## src/rtl/seq_pkg.sv

```systemverilog
// Shared types, parameter defaults and helpers for the fetch/execute sequencer.
package seq_pkg;

  typedef enum logic [2:0] {IDLE, FETCH, EXEC, MEM, DONE} seq_state_t;

  localparam int unsigned PC_W_DEF    = 10;
  localparam int unsigned MEM_LAT_DEF = 2;
  localparam int unsigned CNT_W_DEF   = 16;

  // Increment v, holding at the all-ones value of a w-bit counter (w <= 32).
  function automatic logic [31:0] sat_inc(input logic [31:0] v, input int unsigned w);
    logic [31:0] max_v;
    max_v = 32'((64'(1) << w) - 64'(1));
    return (v >= max_v) ? v : v + 32'd1;
  endfunction

endpackage

```

## src/rtl/seq_wait_ctr.sv

```systemverilog
// Loadable down-counter pacing the memory wait state; stops at zero.
module seq_wait_ctr #(
  parameter int unsigned W = 2
) (
  input  logic         clk,
  input  logic         rst_n,
  input  logic         load,
  input  logic [W-1:0] load_val,
  input  logic         dec,
  output logic         zero_c
);

  logic [W-1:0] cnt_q, cnt_d;

  always_comb begin
    cnt_d = cnt_q;
    if (load) begin
      cnt_d = load_val;
    end else if (dec && (cnt_q != '0)) begin
      cnt_d = cnt_q - W'(1);
    end
  end

  always_ff @(posedge clk or negedge rst_n) begin
    if (!rst_n) begin
      cnt_q <= '0;
    end else begin
      cnt_q <= cnt_d;
    end
  end

  assign zero_c = (cnt_q == '0);

endmodule

```

## src/rtl/seq_ctrl.sv

```systemverilog
// Multi-cycle fetch/execute sequencer: owns the PC, gates decoder strobes so
// each instruction commits once, and keeps cycle/instruction counters.
module seq_ctrl
  import seq_pkg::*;
#(
  parameter int unsigned PC_W    = PC_W_DEF,
  parameter int unsigned MEM_LAT = MEM_LAT_DEF,
  parameter int unsigned CNT_W   = CNT_W_DEF
) (
  input  logic             clk,
  input  logic             reset_n,
  input  logic             start,
  input  logic [PC_W-1:0]  start_addr,
  input  logic             halt,
  input  logic             jump_en,
  input  logic             branch_en,
  input  logic             alu_branch,
  input  logic [PC_W-1:0]  target_pc,
  input  logic             mem_op,
  input  logic             reg_write,
  input  logic             mem_write,
  input  logic             do_swap,
  output logic [PC_W-1:0]  pc,
  output logic             ir_load,
  output logic             reg_we,
  output logic             mem_we,
  output logic             swap_en,
  output logic             busy,
  output logic             done,
  output logic [CNT_W-1:0] cyc_cnt,
  output logic [CNT_W-1:0] instr_cnt
);

  localparam int unsigned WAIT_W = (MEM_LAT != 0) ? $clog2(MEM_LAT + 1) : 1;
  localparam logic [WAIT_W-1:0] WAIT_INIT = WAIT_W'(MEM_LAT - 1);

  seq_state_t       state_q, state_d;
  logic [PC_W-1:0]  pc_q, pc_d, pc_next;
  logic [CNT_W-1:0] cyc_q, cyc_d, instr_q, instr_d;
  logic             ir_load_q, ir_load_d;
  logic             busy_q, busy_d;
  logic             done_q, done_d;
  logic             commit, wait_load, wait_dec, wait_zero;

  seq_wait_ctr #(.W(WAIT_W)) u_wait (
    .clk      (clk),
    .rst_n    (reset_n),
    .load     (wait_load),
    .load_val (WAIT_INIT),
    .dec      (wait_dec),
    .zero_c   (wait_zero)
  );

  // Next PC at commit: jump wins, taken branch next, else wrap-around increment.
  always_comb begin
    pc_next = pc_q + PC_W'(1);
    if (jump_en || (branch_en && alu_branch)) begin
      pc_next = target_pc;
    end
  end

  always_comb begin
    state_d   = state_q;
    pc_d      = pc_q;
    cyc_d     = cyc_q;
    instr_d   = instr_q;
    commit    = 1'b0;
    wait_load = 1'b0;
    wait_dec  = 1'b0;

    if (busy_q) begin
      cyc_d = CNT_W'(sat_inc(32'(cyc_q), CNT_W));
    end

    case (state_q)
      IDLE, DONE: begin
        if (start) begin
          pc_d    = start_addr;
          cyc_d   = '0;
          instr_d = '0;
          state_d = FETCH;
        end
      end
      FETCH: state_d = EXEC;
      EXEC: begin
        if (halt) begin
          state_d = DONE;
        end else if (mem_op && (MEM_LAT != 0)) begin
          wait_load = 1'b1;
          state_d   = MEM;
        end else begin
          commit = 1'b1;
        end
      end
      MEM: begin
        if (wait_zero) begin
          commit = 1'b1;
        end else begin
          wait_dec = 1'b1;
        end
      end
      default: state_d = IDLE;
    endcase

    if (commit) begin
      pc_d    = pc_next;
      instr_d = CNT_W'(sat_inc(32'(instr_q), CNT_W));
      state_d = FETCH;
    end

    ir_load_d = (state_d == FETCH);
    busy_d    = (state_d == FETCH) || (state_d == EXEC) || (state_d == MEM);
    done_d    = (state_d == DONE);
  end

  always_ff @(posedge clk or negedge reset_n) begin
    if (!reset_n) begin
      state_q   <= IDLE;
      pc_q      <= '0;
      cyc_q     <= '0;
      instr_q   <= '0;
      ir_load_q <= 1'b0;
      busy_q    <= 1'b0;
      done_q    <= 1'b0;
    end else begin
      state_q   <= state_d;
      pc_q      <= pc_d;
      cyc_q     <= cyc_d;
      instr_q   <= instr_d;
      ir_load_q <= ir_load_d;
      busy_q    <= busy_d;
      done_q    <= done_d;
    end
  end

  // Commit strobes must land in the same cycle the decoder outputs are valid.
  assign reg_we    = commit & reg_write;
  assign mem_we    = commit & mem_write;
  assign swap_en   = commit & do_swap;

  assign pc        = pc_q;
  assign ir_load   = ir_load_q;
  assign busy      = busy_q;
  assign done      = done_q;
  assign cyc_cnt   = cyc_q;
  assign instr_cnt = instr_q;

endmodule

```

## config.mk

```make
export PLATFORM = sky130hd
export DESIGN_NAME = seq_ctrl
export DESIGN_NICKNAME = d
export VERILOG_FILES = /design/src/rtl/seq_pkg.sv /design/src/rtl/seq_wait_ctr.sv /design/src/rtl/seq_ctrl.sv
export SDC_FILE = /design/constraint.sdc
export NUM_CORES = 1
export LEC_CHECK = 0
export CAP_MARGIN = 30
export CORE_ASPECT_RATIO = 1.2
export CORE_MARGIN = 2
export CORE_UTILIZATION = 42
export CTS_BUF_LIST = sky130_fd_sc_hd__clkbuf_16
export DETAILED_ROUTE_END_ITERATION = 12
export GPL_ROUTABILITY_DRIVEN = 0
export PLACE_DENSITY = 0.72
export REMOVE_ABC_BUFFERS = 1
export SYNTH_ARGS = -nofsm -noshare
export SYNTH_HDL_FRONTEND = slang
export SYNTH_SLANG_ARGS = --single-unit
```

## constraint.sdc

```tcl
create_clock -name clk -period 2.3 [get_ports clk]
set_input_delay 0.345 -clock clk [delete_from_list [all_inputs] [get_ports clk]]
set_output_delay 0.345 -clock clk [all_outputs]
set_load 0.1 [all_outputs]
```

### Word level (Yosys, flattened, before mapping)

Index checks and enable logic that the tools add are counted.
Widths: inputs -> output; s select.

* register bits: 50
* bits in latches: 0
* memory bits (writable): 0
* ROM bits: 0
* input bits: 31
* output and inout bits: 48
* word-level logic and storage cells: 68
* memories kept: 0

* $add $sub $neg: 4
* multipliers: 0
* divide/modulo/power cells: 0
* order comparisons: 2
* equal/unequal tests: 9
* shifts and indexed selects: 0
* multiplexer cells: 28
* bitwise operators: 3
* reductions and logical operators: 14

Operators with widths (count)
* $mux 16: 8
* $mux 10: 4
* $add 16x1->16 const B: 2
* $ge 16x16->1 const B: 2
* $eq 3x2->1 const B: 4
* $mux 3: 4
* $pmux 3 s4: 1
* $add 10x1->10 const B: 1
* $mux 1: 8
* $reduce_bool 2->1: 4
* $eq 3x1->1 const B: 2
* $eq 3x3->1 const B: 2
* $mux 2: 2
* $and 1x1->1: 3
* $logic_not 3->1: 1
* $logic_or 1x1->1: 3
* $reduce_and 3->1: 1
* $logic_and 1x1->1: 2
* $logic_not 2->1: 1
* $ne 2x2->1 const B: 1
* $pmux 1 s2: 1
* $reduce_and 2->1: 1
* $reduce_or 2->1: 1
* $sub 2x1->2 const B: 1

### Logic depth before layout (Yosys ltp)

* depth in word-level cells: 7
* mapped depth: 8
* gate-level depth less buffers: 7

### Modules after synthesis

A second synthesis with hierarchy kept.

* cell total of the unflattened synthesis: 313
* area, all modules: 2899.0 um^2

By module, submodules not included
* seq_ctrl: instances 1, cells an instance 300, area an instance 2766.4 um^2, sequential area each 1201.2 um^2
* seq_wait_ctr: instances 1, cells an instance 13, area an instance 132.6 um^2, sequential area each 50.0 um^2

### Worst setup path before layout

OpenSTA, ideal clock, no wires.

* path type: register -> output
* start: register state_q[0]
* end: output port mem_we
* arrival: 2.188 ns
* required time: 1.955 ns
* slack: -0.233 ns
* cell stages (with the launch flop): 6
* path buffers: 2
* cell sequence: dfrtp_1 > or3_1 > buf_2 > a21oi_4 > clkbuf_1 > and2_1

* word-level cells in the longest chain between the ends: 3
* elaborated cells on any way between the ends: 4
* those cells by class: eq/ne: 2; mux: 1; bitwise: 1

RTL lines
* from (decl): RTL line seq_ctrl.sv:37 `seq_state_t state_q, state_d;`
* from (signal assigned): RTL line seq_ctrl.sv:126 `state_q <= state_d;`
* $eq 3x2->1: RTL line seq_ctrl.sv:75 `case (state_q)`
* $pmux 1 s2 (*): RTL line seq_ctrl.sv:75
* $and 1x1->1 (*): RTL line seq_ctrl.sv:138 `assign mem_we = commit & mem_write;`
* to (decl): RTL line seq_ctrl.sv:26 `output logic mem_we,`

Mark *: on every way between the ends. The rest lies on a longest branch, timed or not.

### Final worst setup path

* start: register state_q[0]
* end: output port swap_en

* word-level cells in the longest chain between the ends: 3
* elaborated cells on any way between the ends: 4
* those cells by class: eq/ne: 2; mux: 1; bitwise: 1

RTL lines
* $eq 3x2->1: RTL line seq_ctrl.sv:75
* $pmux 1 s2 (*): RTL line seq_ctrl.sv:75
* $and 1x1->1 (*): RTL line seq_ctrl.sv:139 `assign swap_en = commit & do_swap;`
* to (decl): RTL line seq_ctrl.sv:27 `output logic swap_en,`

Marks and branches as above.

==> impl_metrics.env <==
export IMPL_die_w_um=78.89
export IMPL_synth_top_family_by_area="simple AND/OR/NAND/NOR gates"
export IMPL_critPathSlowestCell="or3_4"
export IMPL_setup_viol=0
export IMPL_wirelength_mm=7.390
export IMPL_path_clk_slew_ps=60
export IMPL_p_leak_uw=0.001739
export IMPL_timing_critical_path_from_type="flip-flop"
export IMPL_tns_ps=0
export IMPL_hold_class="input pin to async pin"
export IMPL_vdd_drop_max_mv=0.9191
export IMPL_ys_flop_type="dfrtp_1"
export IMPL_insertion_delay_ps=290
export IMPL_diodes=0
export IMPL_dieHeight_um=93.87
export IMPL_synth_edff_count=0
export IMPL_rsz0062_at_grt="false"
export IMPL_synthMuxAreaShare_pct=2.877
export IMPL_initial_core_util_pct=43.58
export IMPL_critical_path_max_stage_delay_ps=400
export IMPL_synthArstFlopShare_pct=100.0
export IMPL_clock_sinks=50
export IMPL_cts_tree="yes"
export IMPL_clk_path_buf_depth=2
export IMPL_arrival_ps=1860
export IMPL_root_buffer="clkbuf_16"
export IMPL_syn_inst=309
export IMPL_ys_seq_elements=50
export IMPL_cp_cell_sequence="or3_4 -> buf_6 -> a21oi_4 -> buf_6 -> and2_4 -> buf_12"
export IMPL_portBuffers=78
export IMPL_first_iter_violations=165
export IMPL_power_density_mw_per_mm2=1204
export IMPL_status="finished clean"
export IMPL_yosysUniqueCellTypes=49
export IMPL_worstMarginPinSlew_ps=535.2
export IMPL_vias=2787
export IMPL_dpl_hpwl_mm=5.456
export IMPL_final_max_slew_viol_count=0
export IMPL_critical_path_top_delay_family="simple AND/OR/NAND/NOR gates"
export IMPL_required_ps=1960
export IMPL_syn2layout_area_growth_pct=40.42
export IMPL_grtUsageTotal_pct=20.30
export IMPL_grt_remaining_overflow=0
export IMPL_layout_commonest_cell="buf_4"
export IMPL_mostFrequentLayoutCells="buf_4, dfrtp_1, nand2_1, nor2_1, clkdlybuf4s50_1"
export IMPL_synthAdderAreaFrac_pct=1.771
export IMPL_crit_top_cell="buf_6"
export IMPL_fmax_mhz=454.4
export IMPL_dieArea_mm2=0.007405
export IMPL_crit_fanout=3
export IMPL_place_area_mm2=0.003769
export IMPL_grt_pass1_wl_mm=11.94
export IMPL_relSlewSlack_pct=64.32
export IMPL_fin_hold_ws_ps=33.52
export IMPL_synth_area_mm2=0.002826
export IMPL_nFillCells=582
export IMPL_yosysWarnings=0
export IMPL_maxCapViolations=0
export IMPL_synth_compound_area_share_pct=17.40
export IMPL_antenna_found_initial=0
export IMPL_crit_path_end_kind="primary output"
export IMPL_synth_xor_area_share_pct=5.888
export IMPL_drive_gt1_share_pct=22.38
export IMPL_grt_pass1_vias=2548
export IMPL_fp_coreArea_mm2=0.006486
export IMPL_drc=0
export IMPL_ant_nets=0
export IMPL_wire_per_inst_um=14.90
export IMPL_yosys_area_share_simple_pct=25.45
export IMPL_fin_skew_ps=3.705
export IMPL_avgSynthCellArea_um2=9.147
export IMPL_finalHoldViolCount=0
export IMPL_pin_count=79
export IMPL_fin_nets=445
export IMPL_numCtsBuffers=5
export IMPL_critical_path_class="flip-flop to primary output"
export IMPL_firstDrtPassIters=4
export IMPL_vias_per_cell=5.619
export IMPL_fin_area_mm2=0.003969
export IMPL_critPathBufInv=3
export IMPL_period_share_pct=95.69
export IMPL_synth_seq_area_share_pct=44.27
export IMPL_period_needed_ps=2201
export IMPL_cts_htree_levels=2
export IMPL_row_count=32
export IMPL_grt_max_degree=25
-- final cells by class --
type / count / area, µm² / area share [%]
clock buffer: 5 / 125.1 / 3.153
multi-input combinational: 242 / 1539 / 38.78
tap: 85 / 106.4 / 2.680
inverter: 6 / 22.52 / 0.5675
clock inverter: 3 / 12.51 / 0.3153
sequential: 50 / 1251 / 31.53
timing repair buffer: 105 / 912.1 / 22.98
-- per-layer routing --
metal | up-vias | routed length (µm) | global-route usage [%]
met5 | - | 0 | 0
met4 | 0 | 113 | 5.747
met3 | 12 | 555 | 5.481
met2 | 107 | 3639 | 34.97
met1 | 1318 | 3082 | 24.98
li1 | 1350 | - | -
-- kinds of logic (layout without fill, tap and decap cells) --
family                     Yosys count  in the layout
AOI/OAI and AO/OA                   70             70
xor gates and xnor gates            19             19
buffers and inverters               17            119
muxes                                8              8
adders and majority gates            4              4
and+or+nand+nor                    141            141
DFF                                 50             50
-- power by group --
group / switching [µW] / total (µW) / internal (µW)
clock: 311 / 705 / 394
combinational: 1940 / 2710 / 776
sequential: 265 / 1360 / 1090
total: 2510 / 4780 / 2260
-- what timing repair did --
| item | CTS | global route |
|---|---|---|
| buffers inserted | 1 | 2 |
| resized for setup | 4 | 6 |
| hold endpoints to repair | 0 | 0 |
| pin swaps | 1 | 2 |
| setup endpoints to repair | 3 | 4 |
| hold buffers | 0 | 0 |
| cloned | 0 | 0 |
-- synth_stat cells, drive strengths merged, types with 4 or more instances --
cell type	number	area [µm²]
nor2	27	101.4
and4	4	35.03
clkbuf	8	30.03
and3	6	37.54
xnor2	14	122.6
a21oi	17	96.35
xor2	5	43.79
nor3	9	45.04
a2111oi	4	38.79
nand2	36	135.1
dfrtp	50	1251
o21ai	15	75.07
ha	4	50.05
or3	8	50.05
a31oi	6	37.54
and2	6	37.54
nor4	6	37.54
nor2b	4	25.02
nand4	10	62.56
nand3	15	75.07
inv	6	22.52
mux2i	7	70.07
o31ai	5	37.54
-- through the flow --
step                cells  power (µW)  setup slack, ps  utilization, %
floorplan             298        3297           -658.8               -
global placement      485        4007           -140.8           58.10
detailed placement    485        4049           -190.6           58.10
CTS                   494        4778            5.527           60.53
global route          496        5013            18.23           61.19
finish                496        4777            99.08           61.19
-- registers in the layout, indices dropped and copies added (netlist names) --
signal and count:
cyc_cnt 16, busy 1, u_wait.cnt_q 2, ir_load 1, pc 10, instr_cnt 16, done 1, state_q 3
-- worst paths after layout --
path,from,to,slack [ps],depth (start not counted)
setup / recovery,state_q[0]$_DFF_PN0_,swap_en,100,6
hold / removal,reset_n,instr_cnt[12]$_DFFE_PN0P_,30,1
setup reg to reg,state_q[0]$_DFF_PN0_,instr_cnt[11]$_DFFE_PN0P_,170,7
hold reg to reg,u_wait.cnt_q[1]$_DFFE_PN0P_,u_wait.cnt_q[1]$_DFFE_PN0P_,580,2
max in group asynchronous,reset_n,instr_cnt[10]$_DFFE_PN0P_,1660,2
min in group clk,halt,done$_DFF_PN0_,510,4
No activity file was read; power rests on OpenSTA's default activity.
==> variant 1 (config.mk and constraints unchanged) <==
Put a register stage on the outputs `reg_we`, `mem_we` and `swap_en`, cleared by the reset. The values now appear one clock later. The other outputs are not delayed to match.
--- a/src/rtl/seq_ctrl.sv
+++ b/src/rtl/seq_ctrl.sv
@@ -134,9 +134,17 @@
   end
 
   // Commit strobes must land in the same cycle the decoder outputs are valid.
-  assign reg_we    = commit & reg_write;
-  assign mem_we    = commit & mem_write;
-  assign swap_en   = commit & do_swap;
+  always_ff @(posedge clk or negedge reset_n) begin
+    if (!reset_n) begin
+      reg_we  <= '0;
+      mem_we  <= '0;
+      swap_en <= '0;
+    end else begin
+      reg_we  <= commit & reg_write;
+      mem_we  <= commit & mem_write;
+      swap_en <= commit & do_swap;
+    end
+  end
 
   assign pc        = pc_q;
   assign ir_load   = ir_load_q;
Formal check against the unedited RTL: not equivalent (Yosys sat finds a counterexample within 4 cycles, from zero or initial values and one cycle with reset_n low).
==> variant 1 against the unedited design <==
  * Via count shrank 2.1%
  * Clock power grew 2%
  * Sequential share of layout area up 2.6 points
  * Worst setup slack improved by 0.17 ns
  * Synthesized area grew 3.8%
  * Sequential cell count grew 3
  * Routed wire length up 0.81%
  * Power is 3.3% lower
  * Register-to-register slack better by 0.09 ns
  * Synthesized cell count grew 1.6%
  * Maximum frequency is 8.1% higher
  * Final area decreased by 2.2%
==> variant 1: results (changes against the unedited design) <==
{| class="wikitable"
! Metric !! Value
|-
| Wire length of the first global-routing pass || 11880 um (was 11940 um)
|-
| Setup bufs post-CTS || 0 (was 1)
|-
| Crit Path Class || reg -> reg (was reg -> out)
|-
| LEAKAGE || 1.702 nW (was 1.739 nW)
|-
| First DRT Iteration DRCs || 129 (was 165)
|-
| Number of distinct library cells after synthesis || 50 (was 49)
|-
| Switching power as a share of total power || 52.63% (was 52.64%)
|-
| Share of post-route cells with drive strength above 1 || 18.91% (was 22.38%)
|-
| Slack of the worst reg-to-reg path || 0.26 ns (was 0.17 ns)
|-
| Crit path DAT || 2.25 ns (was 1.86 ns)
|-
| Number of gates given a new drive strength after cts || 0 (was 4)
|-
| Synth area leaders || dfrtp_1, nor2_1, nand2_1 (was dfrtp_1, nand2_1, xnor2_1)
|-
| Maximum fanout count along the critical path || 14 (was 3)
|-
| Reg2reg start || instr_cnt[0] (was state_q[0])
|-
| Capture instance of the worst register-to-register path || instr_cnt[6] (was instr_cnt[11])
|-
| Remaining max-slew budget at the tightest pin || 54.92% (was 64.32%)
|-
| Number of global-route vias before repair || 2459 (was 2548)
|-
| Cell area after placement || 3745 um2 (was 3769 um2)
|-
| Layout Skew || 0.003787 ns (was 0.003705 ns)
|-
| Clk network pwr share || 15.6% (was 14.8%)
|-
| Top cells by count, synth || dfrtp_1, nor2_1, nand2_1, a21oi_1, nand3_1 (was dfrtp_1, nand2_1, nor2_1, a21oi_1, nand3_1)
|-
| Status || complete, no violations (unchanged)
|-
| Vias || 2729 (was 2787)
|-
| Gr usage total || 19.75% (was 20.30%)
|-
| Total Nets Final || 436 (was 445)
|}
## variant 1: cell type report
class,count,area (um2)
clock buffers,5,125.1
clock inverters,3,12.51
fillers,651,2930
inverters,6,22.52
multi-input cells,241,1511
flip-flops and latches,53,1326
well taps,87,108.9
repair buffers,94,775.7
## variant 1: how the worst max path moves through the flow
stage	endpoint	slack [ns]	cells after the start
floorplan	instr_cnt[4]	-0.56	5
global placement	instr_cnt[13]	0.08	7
detailed placement	instr_cnt[11]	-0.01	7
CTS	instr_cnt[6]	0.26	7
global route	instr_cnt[7]	0.15	7
finish	instr_cnt[6]	0.26	7
## variant 1: worst max-delay path, stage by stage (launching register included)
cell and delay (ns):
dfrtp_1 0.42, ha_1 0.22, and2_0 0.26, nand3_1 0.17, a2111oi_4 0.05, buf_4 0.20
or4_1 0.47, a21oi_1 0.17
## variant 1: kinds of logic after synthesis
| kind of cell | count (synthesis) | synth area share (%) |
|---|---|---|
| AOI/OAI and AO/OA | 76 | 17.70 |
| xor gates and xnor gates | 19 | 5.672 |
| adders and majority gates | 4 | 1.706 |
| buffers and inverters | 20 | 3.284 |
| DFF | 53 | 45.20 |
| muxes | 6 | 2.090 |
| and+or+nand+nor | 136 | 24.35 |
## variant 1: stage by stage
| stage | setup WS, ns | std cells | total power, mW |
|---|---|---|---|
| after floorplan | -0.5608 | 300 | 3.268 |
| after global placement | 0.07610 | 481 | 3.901 |
| after detailed placement | -0.01394 | 481 | 3.930 |
| after CTS | 0.2577 | 489 | 4.662 |
| after global routing | 0.1463 | 489 | 4.868 |
| final | 0.2648 | 489 | 4.621 |
## variant 1: routing by layer
layer / share of wire, % / GRT usage [%]
met5: 0 / 0
met4: 0.91 / 5.650
met3: 5.0 / 3.504
met2: 49 / 32.64
met1: 45 / 26.60
==> variant 2 (config.mk and constraints unchanged) <==
Without the edit above. `PC_W_DEF`: 10 -> 20.
--- a/src/rtl/seq_pkg.sv
+++ b/src/rtl/seq_pkg.sv
@@ -3,7 +3,7 @@
 
   typedef enum logic [2:0] {IDLE, FETCH, EXEC, MEM, DONE} seq_state_t;
 
-  localparam int unsigned PC_W_DEF    = 10;
+  localparam int unsigned PC_W_DEF    = 20;
   localparam int unsigned MEM_LAT_DEF = 2;
   localparam int unsigned CNT_W_DEF   = 16;
 
Interface: changed (resized pc, start_addr and target_pc); port bits go from 79 to 109. No check against the original RTL was run, so the function may have changed too.
==> variant 2 against the unedited design <==
  * Power up 49%
  * Worst setup slack worse by 0.035 ns
  * Sequential power up 32%
  * Sequential share of layout area down 2.6 points
  * Global-route usage up 2.5 points
  * Final area up 31%
  * Synthesized area up 28%
  * Sequential cell count up 10
  * Critical path type is now in -> out
  * Core utilization up 0.13 points
  * Routed wire length up 43%
  * Largest cell class unchanged
==> variant 2: results (changes against the unedited design) <==
{| class="wikitable"
! Metric !! Value
|-
| Maximum fanout count along the critical path || 6 (was 3)
|-
| Buffer count excluding the clock tree in the final layout || 133 (was 105)
|-
| DPL Wire Length || 7720 um (was 5456 um)
|-
| Width of the chip || 88.79 um (was 78.89 um)
|-
| Top cells by count, synth || dfrtp_1, nand2_1, nor2_1, nand3_1, nor3_1 (was dfrtp_1, nand2_1, nor2_1, a21oi_1, nand3_1)
|-
| Seq cells post-synth || 60 (was 50)
|-
| Status || complete, no violations (unchanged)
|-
| Worst-case reg-to-reg path depth || 9 (was 7)
|-
| Number of distinct library cells after synthesis || 59 (was 49)
|-
| Number of global-route vias before repair || 3540 (was 2548)
|-
| Fill cell instance count of the final layout || 724 (was 582)
|-
| Cell area after placement || 4862 um2 (was 3769 um2)
|-
| Routed metal-1 wirelength || 4425 um (was 3082 um)
|-
| Sequential cell area fraction in the yosys report || 41.44% (was 44.27%)
|-
| Share of post-route cells with drive strength above 1 || 22.01% (was 22.38%)
|-
| Wire length of the first global-routing pass || 16870 um (was 11940 um)
|-
| Setup bufs post-CTS || 0 (was 1)
|-
| First DRT Iteration DRCs || 194 (was 165)
|-
| Number of gates given a new drive strength after cts || 0 (was 4)
|-
| Number of buffer cells added on primary ports || 108 (was 78)
|-
| Multi-input logic portion of the cell area || 38.95% (was 38.78%)
|-
| Post-detailed-route wirelength per cell || 16.15 um (was 14.90 um)
|-
| Clock latency at the later pin of the worst-skew pair || 0.33 ns (was 0.29 ns)
|-
| Max stage delay on crit path || 0.44 ns (was 0.40 ns)
|-
| Layout Skew || 0.008665 ns (was 0.003705 ns)
|-
| Number of optimization iterations in the first detailed-route pass || 6 (was 4)
|}
-- variant 2: changes by cell type after synthesis, sizes merged, moves of 4 or more --
cell,before,now
buf,3,7
o21ai,15,19
dfrtp,50,60
and3,6,13
nor2,27,35
mux2i,7,17
a2111oi,4,0
a221oi,0,4
a222oi,0,4
nand3,15,23
nand2,36,40
nor3,9,23
nand4,10,17
-- variant 2: per-stage QoR --
stage               std cells  hold WS (ns)  setup TNS (ns)
CTS                       650        0.1213               0
global placement          634        0.4774       -0.003343
finish                    653        0.1020               0
detailed placement        634        0.4760        -0.07065
floorplan                 387       0.04941          -67.83
global route              653        0.1642       -0.007565
-- variant 2: worst reg2reg max path, cell delays in order (launching register included) --
cell and delay [ns]:
dfrtp_2 0.43, buf_4 0.16, buf_4 0.15, nand2_1 0.09
a21oi_1 0.07, buf_4 0.16, buf_4 0.15, a211oi_2 0.38
nand3_1 0.14, a32o_1 0.27
-- variant 2: worst max-delay path by stage --
stage / to / cells after the start / start / slack, ns
floorplan: pc[11] / 3 / state_q[0] / -1.77
global placement: instr_cnt[14] / 7 / mem_op / -0.003
detailed placement: instr_cnt[14] / 7 / mem_op / -0.04
CTS: reg_we / 5 / state_q[0] / 0.01
global route: reg_we / 6 / mem_op / -0.007
finish: reg_we / 6 / mem_op / 0.06
-- variant 2: logic make-up (layout without fill, tap and decap cells) --
logic type,Yosys count,in the layout,synth area share (%)
adder cells (fa/ha/maj),4,4,1.381
flip-flops,60,60,41.44
AO/OA/AOI/OAI,83,83,16.30
AND/OR/NAND/NOR,192,192,27.45
buffers and inverters,26,157,3.039
multiplexers,19,19,5.318
XOR/XNOR,21,21,5.076
-- variant 2: power by group --
part	internal [mW]	switching, mW
Combinational	1.13	2.81
Clock	0.853	0.534
Sequential	1.35	0.442
